### src/rtl/led_pkg.sv
// Shared types and defaults for the rotating-display slice scheduler.
package led_pkg;

   typedef enum logic [1:0] {
      WAIT_INIT = 2'd0,
      SYNC      = 2'd1,
      RUN       = 2'd2
   } main_st_t;

   typedef enum logic [1:0] {
      H_IDLE = 2'd0,
      H_REQ  = 2'd1,
      H_REL  = 2'd2
   } hs_st_t;

   localparam int NUM_SLICES_DEF = 64;
   localparam int PERIOD_W_DEF   = 24;

endpackage

### src/rtl/req_ack_master.sv
// Four-phase request/ack master toward the spiClk-domain LED shift controller.
module req_ack_master
   import led_pkg::*;
#(
   parameter int SLICE_W = 6
) (
   input  logic               CLK_10M,
   input  logic               nReset,
   input  logic               tick_in,
   input  logic [SLICE_W-1:0] idx_in,
   input  logic               slice_ack,
   output logic               busy,
   output logic               slice_req,
   output logic [SLICE_W-1:0] slice_idx
);

   logic               r_ack_s1;
   logic               r_ack_s;
   hs_st_t             r_hs;
   logic [SLICE_W-1:0] r_idx;

   always_ff @(posedge CLK_10M) begin
      if (!nReset) begin
         r_ack_s1 <= 1'b0;
         r_ack_s  <= 1'b0;
         r_hs     <= H_IDLE;
         r_idx    <= '0;
      end else begin
         r_ack_s1 <= slice_ack;
         r_ack_s  <= r_ack_s1;
         case (r_hs)
            H_IDLE: if (tick_in) begin
               r_idx <= idx_in;
               r_hs  <= H_REQ;
            end
            H_REQ:   if (r_ack_s)  r_hs <= H_REL;
            H_REL:   if (!r_ack_s) r_hs <= H_IDLE;
            default: r_hs <= H_IDLE;
         endcase
      end
   end

   // Busy until H_IDLE is registered, so a tick on the return cycle is dropped.
   assign busy      = (r_hs != H_IDLE);
   assign slice_req = (r_hs == H_REQ);
   assign slice_idx = r_idx;

endmodule

### src/rtl/slice_scheduler.sv
// Measures rotation period from the index pulse and issues one LED update request per slice.
module slice_scheduler
   import led_pkg::*;
#(
   parameter int NUM_SLICES = NUM_SLICES_DEF,
   parameter int SLICE_W    = $clog2(NUM_SLICES),
   parameter int PERIOD_W   = PERIOD_W_DEF,
   parameter int MIN_PERIOD = 1024
) (
   input  logic                CLK_10M,
   input  logic                nReset,
   input  logic                index_pulse,
   input  logic                init_done,
   input  logic                slice_ack,
   output logic                slice_req,
   output logic [SLICE_W-1:0]  slice_idx,
   output logic                period_valid,
   output logic [PERIOD_W-1:0] rotation_period,
   output logic                overrun,
   output logic [15:0]         overrun_cnt
);

   // A zero slice interval would never advance the slice timer.
   generate
      if (MIN_PERIOD < NUM_SLICES) begin : g_bad_min_period
         $error("slice_scheduler: MIN_PERIOD must be >= NUM_SLICES");
      end
   endgenerate

   logic                r_init_s1;
   logic                r_init_s;
   logic                r_index_q;
   main_st_t            r_state;
   logic                r_seen;
   logic [PERIOD_W-1:0] r_pcnt;
   logic [PERIOD_W-1:0] r_period;
   logic [PERIOD_W-1:0] r_interval;
   logic [PERIOD_W-1:0] r_stimer;
   logic [SLICE_W-1:0]  r_scnt;
   logic                r_pv;
   logic                r_overrun;
   logic [15:0]         r_ovr_cnt;

   logic                w_idx_edge;
   logic                w_sat;
   logic                w_long;
   logic                w_accept;
   logic                w_slice_end;
   logic                w_step;
   logic                w_tick;
   logic [SLICE_W-1:0]  w_tick_idx;
   logic                w_busy;
   logic                w_drop;

   assign w_idx_edge  = index_pulse & ~r_index_q;
   assign w_sat       = &r_pcnt;
   assign w_long      = (r_pcnt >= PERIOD_W'(MIN_PERIOD));
   // In SYNC only a second edge of a measured (unsaturated) rotation is accepted.
   assign w_accept    = w_idx_edge & w_long & r_init_s &
                        ((r_state == RUN) | ((r_state == SYNC) & r_seen & ~w_sat));
   assign w_slice_end = (r_stimer == r_interval - PERIOD_W'(1));
   assign w_step      = (r_state == RUN) & r_init_s & ~w_accept & ~w_sat & w_slice_end &
                        (r_scnt != SLICE_W'(NUM_SLICES - 1));
   assign w_tick      = w_accept | w_step;
   assign w_tick_idx  = w_accept ? '0 : r_scnt + SLICE_W'(1);
   assign w_drop      = w_tick & w_busy;

   always_ff @(posedge CLK_10M) begin
      if (!nReset) begin
         r_init_s1  <= 1'b0;
         r_init_s   <= 1'b0;
         r_index_q  <= 1'b0;
         r_state    <= WAIT_INIT;
         r_seen     <= 1'b0;
         r_pcnt     <= '0;
         r_period   <= '0;
         r_interval <= '0;
         r_stimer   <= '0;
         r_scnt     <= '0;
         r_pv       <= 1'b0;
         r_overrun  <= 1'b0;
         r_ovr_cnt  <= '0;
      end else begin
         r_init_s1 <= init_done;
         r_init_s  <= r_init_s1;
         r_index_q <= index_pulse;
         r_overrun <= w_drop;
         if (w_drop && (r_ovr_cnt != 16'hFFFF)) r_ovr_cnt <= r_ovr_cnt + 16'd1;

         if (!r_init_s) begin
            r_state <= WAIT_INIT;
            r_pv    <= 1'b0;
            r_pcnt  <= '0;
            r_seen  <= 1'b0;
         end else begin
            case (r_state)
               WAIT_INIT: begin
                  r_pcnt  <= '0;
                  r_seen  <= 1'b0;
                  r_state <= SYNC;
               end
               SYNC, RUN: begin
                  if (!w_sat) r_pcnt <= r_pcnt + PERIOD_W'(1);
                  if (w_accept) begin
                     r_period   <= r_pcnt;
                     r_interval <= r_pcnt >> SLICE_W;
                     r_pv       <= 1'b1;
                     r_state    <= RUN;
                     r_pcnt     <= PERIOD_W'(1);
                     r_scnt     <= '0;
                     r_stimer   <= '0;
                  end else if (r_state == SYNC) begin
                     if (w_idx_edge && (!r_seen || w_sat)) begin
                        r_pcnt <= PERIOD_W'(1);
                        r_seen <= 1'b1;
                     end
                  end else if (w_sat) begin
                     r_state <= SYNC;
                     r_pv    <= 1'b0;
                     r_seen  <= 1'b0;
                  end else if (w_slice_end) begin
                     // After the last slice the timer parks until the next index edge.
                     if (w_step) begin
                        r_scnt   <= r_scnt + SLICE_W'(1);
                        r_stimer <= '0;
                     end
                  end else begin
                     r_stimer <= r_stimer + PERIOD_W'(1);
                  end
               end
               default: r_state <= WAIT_INIT;
            endcase
         end
      end
   end

   req_ack_master #(.SLICE_W(SLICE_W)) u_req_ack (
      .CLK_10M   (CLK_10M),
      .nReset    (nReset),
      .tick_in   (w_tick),
      .idx_in    (w_tick_idx),
      .slice_ack (slice_ack),
      .busy      (w_busy),
      .slice_req (slice_req),
      .slice_idx (slice_idx)
   );

   assign period_valid    = r_pv;
   assign rotation_period = r_period;
   assign overrun         = r_overrun;
   assign overrun_cnt     = r_ovr_cnt;

endmodule

### config.mk
export PLATFORM = sky130hd
export DESIGN_NAME = slice_scheduler
export DESIGN_NICKNAME = d
export VERILOG_FILES = /design/src/rtl/led_pkg.sv /design/src/rtl/req_ack_master.sv /design/src/rtl/slice_scheduler.sv
export SDC_FILE = /design/constraint.sdc
export NUM_CORES = 1
export LEC_CHECK = 0
export CORE_MARGIN = 1.5
export CORE_UTILIZATION = 25
export CTS_BUF_LIST = sky130_fd_sc_hd__clkbuf_8
export DETAILED_ROUTE_END_ITERATION = 10
export DONT_BUFFER_PORTS = 1
export PLACE_DENSITY = 0.46
export SYNTH_ARGS = -nofsm -noshare
export SYNTH_HDL_FRONTEND = slang
export SYNTH_SLANG_ARGS = --single-unit
### constraint.sdc
create_clock -name CLK_10M -period 3.8 [get_ports CLK_10M]
set_clock_uncertainty 0.05 [all_clocks]
set_input_delay 0.76 -clock CLK_10M [delete_from_list [all_inputs] [get_ports CLK_10M]]
set_output_delay 0.76 -clock CLK_10M [all_outputs]
set_load 0.01 [all_outputs]
==> qor.yml <==
outcome:
  status: "finished, final reports clean"
yosys:
  synth-edff-count: 0
  synth_top_area_cell: "dfxtp_1"
  synth_top_area_frac: 0.376
  async_flop_share: 0
  ys_seq_area_frac: 0.376
  synth_fp_nets: 724
  netlist_top_cells_area: "dfxtp_1, mux2i_1, nor2_1"
  synth_seq_cells: 112
  netlist_area_sq_um: 5970
  netlist_instances: 708
  yosysWarnings: 0
  synth-main-ff-cell: "dfxtp_1"
  ys_types: 67
  postSynthAreaPerCell_sq_um: 8.43
cells_and_area:
  final_nets: 730
  seq_area_sq_um: 2240
  layout-drive-gt1-share: 0.0836
  area_growth_pct: 10.5
  multi_input_area_sq_um: 3500
  diodes: 0
  n_fill_cell: 2569
detailed_routing:
  wl_per_cell_um: 15.1
  ant_nets: 0
  via_per_inst: 4.79
  drt_iter0_drc: 341
  drc_errors: 0
  dr.pass1.iters: 4
  drt-total-wl_um: 15600
  vias: 4970
placement:
  dp_hpwl_um: 11400
  gp_congestion: 0.721
  port_buffers: 0
  place_ws_ns: 0.386
clocking:
  clk_pin_slew_ns: 0.11
  htreeDepth: 3
  numCtsBuffers: 9
  cts_resized: 0
  clockBufferDepth: 2
  cts_sinks: 112
  hold_buffers: 0
  cts_root_buffer: "clkbuf_8"
  cts_setup_buffers: 0
  insertion_delay_ns: 0.39
  cts_tree: "done"
floorplan:
  rows: 56
  die_y_um: 158
  dieArea_sq_um: 24800
  num_io_pins: 54
  dieWidth_um: 158
  core_sq_um: 23500
  initial_core_util: 0.254
worst_setup_path:
  path_cells: "nor4_2 -> nand3_1 -> o31a_1 -> o22ai_1 -> nor4_2 -> buf_4 -> a211o_1 -> or4_1 -> mux2i_1"
  crit_family: "simple AND/OR/NAND/NOR gates"
  cp_max_fo: 11
  setup.worst_path.start: "rotation_period[11]"
  cp.required_ns: 4.03
  r2r-start: "rotation_period[11]"
  cp_data_arrival_time_ns: 3.64
  worst-path-buf-inv: 1
  worstSetupPathType: "flop to flop"
  cp_slowest_cell: "nor4_2"
  cpPeakStageDelay_ns: 0.56
  cpMostUsedCell: "nor4_2"
  start_kind: "flop"
  worstSetupEndpointType: "flop"
sta:
  timing.hold.ws_ns: 0.396
  hold_viol: 0
  finalSetupViolations: 0
  slew_headroom: 0.608
  period_share: 0.898
  final_max_slew_viol_count: 0
  max_clock_freq_ghz: 0.293
  fin_tns_setup_ns: 0
  min_period_ns: 3.41
  fin_ws_ns: 0.387
  rsz0062_at_grt: "no"
  worst-slew-pin-transition_ns: 0.581
pwr:
  ir_worst_vdd_mv: 0.125
  powerDensity_nw_per_um2: 287
  total_power_mw: 1.89
  p_leak_nw: 2.43
worst_hold_path:
  min_path_type: "flop to flop"
  min_from: "u_req_ack.r_ack_s1"
global_routing:
  grt_pass1_wl_um: 25500
  grt_usage: 0.131
  grt_max_degree: 48
  grt_pass1_vias: 4669
  antenna_found_initial: 0
  overflow: 0
job:
  drv_cap: 0
[sequential cells by signal, indices dropped and copies added (netlist names), 2 cells and up]
signal	cells
r_stimer	24
u_req_ack.slice_idx	6
r_scnt	6
rotation_period	24
overrun_cnt	16
r_state	2
r_pcnt	24
u_req_ack.r_hs	2
[worst reg2reg max path, delay by kind of cell (launching register included)]
| kind | cells | cell delay (ns) |
|---|---|---|
| buffers and inverters | 1 | 0.20 |
| AO/OA/AOI/OAI | 3 | 1.01 |
| flip-flops | 1 | 0.46 |
| multiplexers | 1 | 0.14 |
| AND/OR/NAND/NOR | 4 | 1.46 |
[power by group]
group	internal, mW	switching (mW)
combinational	0.0104	0.0227
sequential	1.18	0.00176
clock	0.241	0.442
[synth_stat cells, types with 3 or more instances]
cell and n:
a2111oi_0 3, a211o_1 3, a211oi_1 5, a21oi_1 35, a31o_2 3, a31oi_1 3
and2_1 10, and3_1 9, and4_1 6, buf_2 4, buf_6 3, clkbuf_1 21
dfxtp_1 112, ha_1 11, inv_1 21, mux2i_1 44, nand2_1 64, nand2b_1 16
nand3_1 40, nand3b_1 7, nand4_1 21, nand4b_1 3, nor2_1 88, nor2b_1 6
nor3_1 8, nor4_1 10, nor4_2 3, o2111ai_1 4, o21ai_0 14, o31a_1 3
o31ai_1 8, or3_1 15, or4_1 9, xnor2_1 33, xor2_1 20
[through the flow]
stage / instance area, sq um / utilization / cells
5_1_grt: 6600 / 0.281 / 1037
2_1_floorplan: 5970 / - / 708
3_3_place_gp: 6430 / 0.274 / 1022
6_report: 6600 / 0.281 / 1037
4_1_cts: 6600 / 0.281 / 1037
3_5_place_dp: 6430 / 0.274 / 1022
[layer usage]
layer / up-vias / part of all wire / global-route usage
met5: - / 0 / 0
met4: 0 / 0.011 / 0.0404
met3: 12 / 0.028 / 0.0262
met2: 44 / 0.47 / 0.213
met1: 2367 / 0.49 / 0.174
li1: 2547 / - / -
[cell families (layout without fill, tap and decap cells)]
logic type,Yosys count,count (layout),synth area share
xor gates and xnor gates,53,53,0.0777
DFF,112,112,0.376
adders and majority gates,11,11,0.0231
AOI/OAI and AO/OA,108,108,0.125
buffers and inverters,52,62,0.0379
and+or+nand+nor,326,326,0.284
muxes,46,46,0.0775
[layout by cell type (no fill, tap or decap), types with 5 or more instances in the layout]
cell / n
and2_1: 10
ha_1: 11
nand3_1: 40
nor3_1: 8
and3_1: 9
buf_4: 25
xnor2_1: 33
and4_1: 6
inv_1: 21
nand2b_1: 16
o21ai_0: 14
a21oi_1: 35
o31ai_1: 8
or4_1: 9
nand4_1: 21
nand2_1: 64
nor4_1: 10
clkbuf_8: 9
nand3b_1: 7
nor2b_1: 6
xor2_1: 20
a211oi_1: 5
nor2_1: 88
mux2i_1: 44
dfxtp_1: 112
or3_1: 15
[final timing paths]
| kind | end | slack (ns) | depth (start not counted) |
|---|---|---|---|
| max | r_stimer[23] | 0.39 | 9 |
| min | u_req_ack.r_ack_s | 0.40 | 1 |
| max reg2reg | r_stimer[23] | 0.39 | 9 |
| min reg2reg | u_req_ack.r_ack_s | 0.40 | 1 |
[layout make-up]
| cell class | instances | share of cell area |
|---|---|---|
| Sequential cell | 112 | 0.340 |
| Clock buffer | 9 | 0.0188 |
| Timing Repair Buffer | 26 | 0.0315 |
| Inverter | 21 | 0.0119 |
| Clock inverter | 6 | 0.00664 |
| Tap cell | 319 | 0.0605 |
| Multi-Input combinational cell | 544 | 0.531 |
(Power assumes the default switching activity.)
